==> src/rtl/vmem_write_arbiter.sv <==
// Video memory write-port controller: round-robin between host
// writes and a rectangle-fill engine over the 8x8 cell grid.
module vmem_write_arbiter #(
  parameter int COLS = 80,
  parameter int ROWS = 60
) (
  input  logic        clkb,
  input  logic        rst_n,
  input  logic        host_valid,
  output logic        host_ready,
  input  logic [12:0] host_addr,
  input  logic [23:0] host_data,
  input  logic        fill_start,
  input  logic [6:0]  fill_x0,
  input  logic [6:0]  fill_x1,
  input  logic [5:0]  fill_y0,
  input  logic [5:0]  fill_y1,
  input  logic [23:0] fill_color,
  output logic        fill_busy,
  output logic        fill_done,
  output logic [12:0] mem_waddr,
  output logic [23:0] mem_wdata,
  output logic        mem_web
);

  localparam logic [6:0] XMAX = 7'(COLS - 1);
  localparam logic [5:0] YMAX = 6'(ROWS - 1);

  typedef enum logic [1:0] {
    IDLE,
    RUN,
    DONE
  } state_e;

  state_e      state_q, state_d;
  logic [6:0]  cx_q, cx_d;
  logic [5:0]  cy_q, cy_d;
  logic [6:0]  x0_q, x0_d;
  logic [6:0]  x1_q, x1_d;
  logic [5:0]  y0_q, y0_d;
  logic [5:0]  y1_q, y1_d;
  logic [23:0] color_q, color_d;
  logic        last_fill_q, last_fill_d;
  logic        mem_web_q, mem_web_d;
  logic [12:0] mem_waddr_q, mem_waddr_d;
  logic [23:0] mem_wdata_q, mem_wdata_d;

  logic        fill_req;
  logic        host_gnt;
  logic        fill_gnt;
  logic [6:0]  x1_clip;
  logic [5:0]  y1_clip;
  logic        empty;

  always_comb begin
    state_d     = state_q;
    cx_d        = cx_q;
    cy_d        = cy_q;
    x0_d        = x0_q;
    x1_d        = x1_q;
    y0_d        = y0_q;
    y1_d        = y1_q;
    color_d     = color_q;
    last_fill_d = last_fill_q;
    mem_web_d   = 1'b0;
    mem_waddr_d = mem_waddr_q;
    mem_wdata_d = mem_wdata_q;

    // Host wins unless the fill is waiting and the host went last.
    fill_req = (state_q == RUN);
    host_gnt = host_valid & (~fill_req | last_fill_q);
    fill_gnt = fill_req & ~host_gnt;

    x1_clip = (fill_x1 > XMAX) ? XMAX : fill_x1;
    y1_clip = (fill_y1 > YMAX) ? YMAX : fill_y1;
    empty   = (fill_x0 > x1_clip) | (fill_y0 > y1_clip)
            | (fill_x0 > XMAX) | (fill_y0 > YMAX);

    unique case (state_q)
      IDLE: begin
        if (fill_start) begin
          x0_d    = fill_x0;
          x1_d    = x1_clip;
          y0_d    = fill_y0;
          y1_d    = y1_clip;
          color_d = fill_color;
          if (empty) begin
            state_d = DONE;
          end else begin
            cx_d    = fill_x0;
            cy_d    = fill_y0;
            state_d = RUN;
          end
        end
      end
      RUN: begin
        if (fill_gnt) begin
          if (cx_q != x1_q) begin
            cx_d = cx_q + 7'd1;
          end else if (cy_q != y1_q) begin
            cx_d = x0_q;
            cy_d = cy_q + 6'd1;
          end else begin
            state_d = DONE;
          end
        end
      end
      DONE:    state_d = IDLE;
      default: state_d = IDLE;
    endcase

    unique case (1'b1)
      host_gnt: begin
        mem_web_d   = 1'b1;
        mem_waddr_d = host_addr;
        mem_wdata_d = host_data;
        last_fill_d = 1'b0;
      end
      fill_gnt: begin
        mem_web_d   = 1'b1;
        mem_waddr_d = {cy_q, cx_q};
        mem_wdata_d = color_q;
        last_fill_d = 1'b1;
      end
      default: ;
    endcase
  end

  always_ff @(posedge clkb or negedge rst_n) begin
    if (!rst_n) begin
      state_q     <= IDLE;
      cx_q        <= '0;
      cy_q        <= '0;
      x0_q        <= '0;
      x1_q        <= '0;
      y0_q        <= '0;
      y1_q        <= '0;
      color_q     <= '0;
      last_fill_q <= 1'b1;
      mem_web_q   <= 1'b0;
      mem_waddr_q <= '0;
      mem_wdata_q <= '0;
    end else begin
      state_q     <= state_d;
      cx_q        <= cx_d;
      cy_q        <= cy_d;
      x0_q        <= x0_d;
      x1_q        <= x1_d;
      y0_q        <= y0_d;
      y1_q        <= y1_d;
      color_q     <= color_d;
      last_fill_q <= last_fill_d;
      mem_web_q   <= mem_web_d;
      mem_waddr_q <= mem_waddr_d;
      mem_wdata_q <= mem_wdata_d;
    end
  end

  assign host_ready = host_gnt;
  assign fill_busy  = (state_q != IDLE);
  assign fill_done  = (state_q == DONE);
  assign mem_web    = mem_web_q;
  assign mem_waddr  = mem_waddr_q;
  assign mem_wdata  = mem_wdata_q;

endmodule

==> config.mk <==
export PLATFORM = sky130hd
export DESIGN_NAME = vmem_write_arbiter
export DESIGN_NICKNAME = d
export VERILOG_FILES = /design/src/rtl/vmem_write_arbiter.sv
export SDC_FILE = /design/constraint.sdc
export NUM_CORES = 1
export LEC_CHECK = 0
export BUFFER_PORTS_ARGS = -buffer_cell sky130_fd_sc_hd__buf_2
export CAP_MARGIN = 20
export CORE_ASPECT_RATIO = 0.7
export CORE_MARGIN = 4
export CORE_UTILIZATION = 54
export DETAILED_ROUTE_END_ITERATION = 10
export PLACE_DENSITY_LB_ADDON = 0.25
export REMOVE_ABC_BUFFERS = 1
export SLEW_MARGIN = 30
export SYNTH_ARGS = -nofsm -noshare
export SYNTH_HDL_FRONTEND = slang
export SYNTH_SLANG_ARGS = --single-unit
==> constraint.sdc <==
create_clock -name clkb -period 2.4 [get_ports clkb]
set_input_delay 0.24 -clock clkb [delete_from_list [all_inputs] [get_ports clkb]]
set_output_delay 0.24 -clock clkb [all_outputs]
set_load 0.02 [all_outputs]
---- Word-level counts from Yosys, hierarchy flattened ----
Cells that the tools add are included.
storage, ports and cells
  flip-flop bits (word level) ............. 98
  bits in latches ......................... 0
  memories ................................ 0
  ROM bits ................................ 0
  RAM bits ................................ 0
  word-level logic and storage cells ...... 71
cells by class
  $lt $le $gt $ge ......................... 6
  shift-type cells ........................ 0
  reductions and logical operators ........ 9
  muxes and demuxes ....................... 24
  multiply operators ...................... 0
  divide/modulo/power cells ............... 0
  $add $sub $neg .......................... 2
  bitwise gates (word level) .............. 8
  eq/ne operators ......................... 11
operator list
  cell                                                                      number
  24-bit case mux with 2 select lines                                       1
  7-bit 2-to-1 mux                                                          6
  6-bit 2-to-1 mux                                                          6
  13-bit case mux with 2 select lines                                       1
  7-bit > comparator (second input constant)                                2
  7-bit case mux with 2 select lines                                        1
  6-bit > comparator (second input constant)                                2
  6-bit case mux with 2 select lines                                        1
  2-bit 2-to-1 mux                                                          5
  2-bit inequality test (second input constant)                             4
  7-bit by 1-bit adder with 7-bit output (second input constant)            1
  7-bit > comparator                                                        1
  7-bit inequality test                                                     1
  6-bit by 1-bit adder with 6-bit output (second input constant)            1
  6-bit > comparator                                                        1
  6-bit inequality test                                                     1
  6-bit AND reduction                                                       1
  2-bit nonzero test                                                        3
  5-bit AND reduction                                                       1
  2-bit by 1-bit inequality test with 1-bit output (second input constant)  2
  1-bit bitwise OR                                                          4
  2-bit case mux with 2 select lines                                        1
  4-bit AND reduction                                                       1
  3-bit by 1-bit inequality test with 1-bit output (second input constant)  1
  other kinds (9)                                                           11

---- Depth between registers and ports, before layout ----
Gate-level depths: netlist of the first run.
  depth after elaboration ................. 9
  gate-level depth with buffers ........... 9
  depth with buffers taken out ............ 9

---- Worst setup path after synthesis of the first run ----
Ideal clock, no wire load.
  kind .................................... in2reg
  start point ............................. in fill_x1[5]
  end point ............................... reg cx_q[3]
  setup slack ............................. 0.178 ns
  arrival time ............................ 2.095 ns
  setup time .............................. 0.128 ns
  data required time ...................... 2.272 ns
  cell stages on the path ................. 9
  cell sequence ........................... o21a_1 > nor2_1 > ha_1 > nor2b_1 > a311oi_1 > o21ai_0 > a311oi_4 > o21ai_4 > mux2_1
on the way
  longest elaborated chain between the ends .. 8
ends and longest elaborated chain
  what                               RTL line  source
  start, declared                    15        input logic [6:0] fill_x1,
  7-bit > comparator                 74        x1_clip = (fill_x1 > XMAX) ? XMAX : fill_x1;
  7-bit 2-to-1 mux *                 74
  7-bit > comparator *               76        empty = (fill_x0 > x1_clip) | (fill_y0 > y1_clip)
  1-bit bitwise OR *                 76
  1-bit bitwise OR * (2 in series)   77        | (fill_x0 > XMAX) | (fill_y0 > YMAX);
  2-bit inequality test (no line) *  --
  5-bit AND reduction (no line) *    --
  end signal, assigned               132       cx_q <= '0;
  end signal, assigned               145       cx_q <= cx_d;
  end, declared                      36        logic [6:0] cx_q, cx_d;
Every way passes the cells marked *; elsewhere a longest branch is shown, timed or not.
A chain may end at the register's enable or synchronous reset.

---- Worst setup path after layout of the first run ----
  start point ............................. in fill_y1[2]
  end point ............................... reg cx_q[1]
on the way
  longest elaborated chain between the ends .. 8
ends and longest elaborated chain
  what                               RTL line  source
  start, declared                    17        input logic [5:0] fill_y1,
  6-bit > comparator                 75        y1_clip = (fill_y1 > YMAX) ? YMAX : fill_y1;
  6-bit 2-to-1 mux *                 75
  6-bit > comparator *               76
  1-bit bitwise OR *                 76
  1-bit bitwise OR * (2 in series)   77
  2-bit inequality test (no line) *  --
  5-bit AND reduction (no line) *    --
Marks and branches as above.

==> impl_results.md, run 1 <==
* Vias in the first global route at between 4000 and 5000
* Register share of total power at 37.2%
* Sum Neg Setup Slack at 0 ps
* Min Hold Slack at between 80 and 90 ps
* DR vias/cell at 5.80
* Post-synth EDFFs at 0
* CTS tree: done
* Peak VDD IR at 729 uV
* Leakage Power at between 3 and 4 nW
* Dominant synthesized flop cell: dfrtp_1
* DRT iter0 DRCs at roughly 410
* Yosys warnings at 0
* # H-tree levels at 3
* Fmax at 448 MHz
* Dpl ws at -217 ps
* Fill count at 762
* Actual slew at the worst max-slew pin at 560 ps
* Clock sink count at 98
* Gate Count Post-Synth at 581
* IO buf count at about 130
* Synthesis-to-layout area growth at 22.5%
* Sw Share at 41.7%
* Worst EP required at 2630 ps
* Initial core utilization at 56.4%
* First-pass GRT wire length at 23.4 mm
* Final period utilization at 93.1%
* Internal power at between 0.004 and 0.005 W
* CTS Root Buffer Type: clkbuf_16
* ANT nets after route at 0
* Grt ovf at 0
* PD cells at 1340 mW/mm2
* Largest net degree at the start of global routing at 71
* DP HPWL at ~10 mm
* Clock Latency Late Sink at 340 ps
* Pwr Total at 0.00851 W
* # diodes at 0
* Vias at 4835
* Max-slew headroom at 62.7%
* Clock Power Share at 18.4%
* Buffer depth of the longest clock path at 2
* GP Congestion at 0.875
* Combinational share of power at 44.5%
* Core ar. at about 0.0092 mm2
* Final setup viols at 0
* Sw power at 0.00355 W
* Layout cells sized above 1 at 25.5%
* Critical path arrival at 2460 ps
* Post-synthesis cell type count at 50
* Worst Skew at 6.39 ps
* Gr usage total at 25.3%
* Final nets at 810
* Drt first pass iters at 5
* Flop-to-flop setup slack at 180 ps
* CP endpoint kind: flip-flop
* FFs w/ async S/R, synth at 100%
* Outcome: finished clean
* IO Count at 132
* Avg Cell Area, Syn at 8.94 um2
* Max-slew violation count at 0
* Clk slew on worst S/H paths at 70 ps
* Seq cells post-synth at 98
* Max Cap Violations at 0
* Die Span X at 125 um
* RSZ-0062 raised after global routing: false
* Post-synthesis cell area at slightly above 0.005 mm2
* Average wire per standard cell at between 15 and 20 um
* Die height at 90.1 um
* Die Area at 0.0113 mm2
* Fin crit period at 2230 ps
* Crit path kind: in2reg
* Final Routed Wirelength at about 14 mm
* HP Class: in2reg
* DRC at 0
* Startpoint types: primary input
* Row Count at 29
* Antenna violations before repair at 0
* Max Fanout on Critical Path at 7
* Sequential area share after synthesis at 47.2%
* Final worst slack at 167 ps
* TritonCTS Buffers at 9
* Fin. Hold Viols at 0
worst max-delay path, stage by stage:
cell and delay (ps):
buf_2 90, nand4_1 120, nor2b_1 170, ha_1 280, nor2b_1 150, o21ai_0 100
a32oi_1 410, a311oi_4 90, buf_4 170, o21ai_4 260, mux2_2 380
cell families after synthesis:
kind of cell | Yosys count | share of synthesized area (%)
XOR/XNOR | 18 | 3.03
flip-flops | 98 | 47.2
multiplexers | 12 | 2.53
buffers and inverters | 51 | 3.68
AO/OA/AOI/OAI | 141 | 18.7
adder cells (fa/ha/maj) | 14 | 3.37
AND/OR/NAND/NOR | 247 | 21.4
through the flow:
stage	utilization [%]	area, um2	std cells
3_5_place_dp	65.4	6030	817
5_1_grt	69.1	6370	834
3_3_place_gp	65.4	6030	817
4_1_cts	69.1	6370	834
2_1_floorplan	-	5060	544
6_report	69.1	6370	834
final timing paths:
check                          startpoint      endpoint  depth (start not counted)
min in group asynchronous           rst_n  mem_waddr[8]                          2
min                        fill_color[22]   color_q[22]                          3
max                            fill_y1[2]       cx_q[1]                         11
max in group asynchronous           rst_n   last_fill_q                          3
max reg2reg                       cy_q[0]       cx_q[1]                          6
min reg2reg                       x0_q[3]       x0_q[3]                          2
metal layers:
layer	global-route usage (%)	part of all wire, %
met5	0	0
met4	5.51	0.86
met3	7.52	8.2
met2	40.9	47
met1	34.0	43
flip-flops by register name, summed over array words and instances (netlist names):
name,cells
mem_waddr,13
cx_q,7
color_q,24
state_q,2
x0_q,7
mem_web,1
x1_q,7
cy_q,6
mem_wdata,24
y1_q,6
last_fill_q,1
cell usage in the layout (no fill, tap or decap), types with 9 or more instances in the layout:
cell type	instances
buf_4	18
ha_1	14
o22ai_1	34
nand2_1	128
o21ai_0	32
and2_1	34
xnor2_1	18
a211oi_1	33
inv_1	14
buf_2	130
clkbuf_16	9
dfrtp_1	97
nor2_1	43
final cells by class:
| class | count | area (um2) | share of cell area, % |
|---|---|---|---|
| timing repair buffer | 150 | 816 | 12.8 |
| sequential | 98 | 2450 | 38.5 |
| clock buffer | 10 | 239 | 3.75 |
| multi-input combinational | 432 | 2560 | 40.3 |
| tap | 124 | 155 | 2.44 |
| clock inverter | 6 | 87.6 | 1.38 |
| inverter | 14 | 52.6 | 0.825 |
power by group through the flow:
| stage | clock network (W) | registers, W | logic, W |
|---|---|---|---|
| finish | 0.00156 | 0.00316 | 0.00378 |
| CTS | 0.00159 | 0.00315 | 0.00379 |
| floorplan | 0 | 0.00341 | 0.00217 |
| global placement | 0 | 0.00312 | 0.00363 |
| global route | 0.00165 | 0.00327 | 0.00419 |
| detailed placement | 0 | 0.00317 | 0.00375 |
cells in the mapped netlist, drive strengths merged, types with 3 or more instances:
library cell / n / area share (%)
clkbuf: 35 / 2.5
mux2i: 3 / 0.58
nand2: 129 / 9.3
and2: 36 / 4.3
nor2: 43 / 3.1
nor2b: 5 / 0.60
nand2b: 4 / 0.48
a211oi: 33 / 4.8
o22ai: 34 / 4.1
and3: 3 / 0.36
inv: 14 / 1.0
nand4: 6 / 0.72
a21o: 3 / 0.43
ha: 14 / 3.4
dfrtp: 97 / 47
mux2: 9 / 2.0
a21oi: 7 / 0.67
nand3: 7 / 0.67
o21ai: 34 / 3.5
nor3b: 4 / 0.58
nor3: 4 / 0.39
xnor2: 18 / 3.0
a31oi: 8 / 0.96
repair_timing:
action	4_1_cts	5_1_grt
hold endpoints to repair	28	0
hold buffers	1	0
buffers inserted	0	0
endpoints found under the setup margin	0	7
gates resized for setup	0	1
(Power assumes the default switching activity.)
==> run 2, diff against run 1 <==
Clock period 2.4 ns to 2.2 ns, I/O delays scaled along.
==> run 2 against run 1 <==
  * First-iteration DRC count down 7.9%
  * Flip-flop and latch count unchanged
  * Via count up 1.1%
  * Wire length up 2.2%
  * Sequential power up 8.2%
  * Register-to-register slack worse by 70 ps
  * Critical path type is now reg2reg
  * Cell area up 2.1%
  * Largest power group unchanged
  * Die area unchanged
  * Utilization up 1.5 points
  * Non-clock buffer count up 18
==> impl_results.md, run 2 (synthesis gave the netlist of run 1 again) <==
* Die height at 90.1 um
* HP Class: in2reg
* IO buf count at 131
* Largest net degree at the start of global routing at 54
* Worst EP required at roughly 2400 ps
* IO Count at between 100 and 150
* Layout cells sized above 1 at 27.6%
* Max Fanout on Critical Path at 9
* Startpoint types: flip-flop
* CTS tree: done
* PD cells at 1440 mW/mm2
* Core ar. at 0.00922 mm2
* Gr usage total at approximately 26%
* Max-slew headroom at 60.6%
* Sum Neg Setup Slack at 0 ps
* Final setup viols at 0
* Most frequent cells in the layout: 130 x buf_2, 128 x nand2_1, 97 x dfrtp_1, 42 x nor2_1, 36 x buf_4
* Initial core utilization at around 56%
* Placed cells at 835
* Grt ovf at 0
* CP endpoint kind: flip-flop
* Buffer depth of the longest clock path at 2
* Reg-to-Reg End: cy_q[2]
* Post-route core utilization at 70.6%
* Fill count at about 730
* Outcome: finished clean
* Final std cells w/o fill at about 850
* Critical Path Max Stage Delay at 470 ps
* Actual slew at the worst max-slew pin at just under 600 ps
* Setup crit start: cx_q[1]
* Flop-to-flop setup slack at 110 ps
* Critical-path cell list: xnor2_1 -> and4_1 -> o211a_1 -> and2_1 -> o221ai_1 -> a2bb2oi_1
* Synthesis-to-layout area growth at 25.2%
* Leakage Power at 3.14 nW
* DP HPWL at roughly 10 mm
* Vias at between 4000 and 5000
* Fmax at about 480 MHz
* Final period utilization at 95.0%
* End point of the critical path: cy_q[2]
* First-pass GRT wire length at 24.1 mm
* CTS Root Buffer Type: clkbuf_16
* Vias in the first global route at 4938
* Max Cap Violations at 0
* Die Span X at roughly 130 um
* Clock Latency Late Sink at 340 ps
* # H-tree levels at 3
* Peak VDD IR at 700 uV
* Row Count at 29
* R2R depth at 6
* Cell family with most CP delay: compound AO/OA/AOI/OAI gates
* TritonCTS Buffers at 9
* # diodes at 0
* RSZ-0062 raised after global routing: false
* Pwr Total at 0.00935 W
* Clk slew on worst S/H paths at roughly 70 ps
* Critical path arrival at 2330 ps
* Crit path kind: reg2reg
* DR vias/cell at 5.75
* Slowest CP cell: dfrtp_1
* DRT iter0 DRCs at 373
* Average wire per standard cell at 17.2 um
* DRC at 0
* Final Routed Wirelength at 14.7 mm
* CP Buf/Inv Count at 0
* Die Area at 0.0113 mm2
* GP Congestion at between 0.8 and 0.9
* Clock sink count at 98
* Antenna violations before repair at 0
* Final nets at between 800 and 900
* Fin crit period at roughly 2100 ps
* Max-slew violation count at 0
* Fin. Hold Viols at 0
* Worst Skew at 6.51 ps
* Stages on the worst setup path at 6
* Min Hold Slack at between 60 and 70 ps
* R2R Path Start: cx_q[1]
* Commonest non-fill, non-tap cell in the layout: buf_2
* ANT nets after route at 0
* Post-CTS setup buffers at 0
* Drt first pass iters at 5
[run 2: changes by cell type in the layout (fill, tap and decap cells not counted)]
cell	delta
clkinvlp_4	+1
nor2b_2	+1
clkinv_2	-1
o21ai_1	+3
o21ai_0	-3
buf_4	+18
nor2b_1	-1
a32oi_2	+1
nor2_2	+1
a32oi_1	-1
clkbuf_8	-1
nor2_1	-1
[run 2: worst reg2reg max path: cells and delay by family (launching register included)]
| family | cells | cell delay (ps) |
|---|---|---|
| compound gates | 3 | 750 |
| simple gates | 2 | 510 |
| flops | 1 | 470 |
| xor+xnor | 1 | 260 |
[run 2: stage by stage]
step,worst slack [ps],instance area (um2)
4_1_cts,44.3,6490
3_3_place_gp,-254,6170
6_report,109,6500
5_1_grt,0.162,6500
3_5_place_dp,-422,6170
2_1_floorplan,-2450,5060
[run 2: worst min-delay path by stage]
stage | startpoint | end | slack, ps | cells after the start
after floorplan | rst_n | color_q[0] | -80 | 0
after global placement | rst_n | y1_q[3] | 190 | 1
after detailed placement | rst_n | y1_q[4] | 190 | 1
after CTS | fill_color[5] | color_q[5] | 50 | 3
after global routing | fill_color[5] | color_q[5] | 70 | 3
final | fill_color[5] | color_q[5] | 60 | 3
[run 2: area by class of cell]
| cell class | count | area, um2 | area share, % |
|---|---|---|---|
| Clock buffer | 9 | 225 | 3.46 |
| Clock inverter | 6 | 90.1 | 1.39 |
| Inverter | 14 | 52.6 | 0.808 |
| Multi-Input combinational cell | 432 | 2580 | 39.6 |
| Sequential cell | 98 | 2450 | 37.7 |
| Tap cell | 124 | 155 | 2.39 |
| Timing Repair Buffer | 168 | 951 | 14.6 |
[run 2: report_power, final]
part           internal (W)  switching (W)  leakage, nW
combinational       0.00173        0.00252         1.82
clock              0.000994       0.000687        0.152
sequential          0.00271       0.000709         1.17
[run 2: timing repair]
action                     CTS  global route
pin swaps                    0             2
hold buffers                 1             0
resized for setup            1             6
hold endpoints to repair    32             0
setup endpoints to repair    8            13
[run 2: layer usage]
layer / wire length (um) / track usage, % / vias up
li1: - / - / 2311
met1: 6480 / 34.8 / 2367
met2: 6910 / 42.0 / 189
met3: 1050 / 6.58 / 23
met4: 216 / 7.58 / 0
met5: 0 / 0 / -
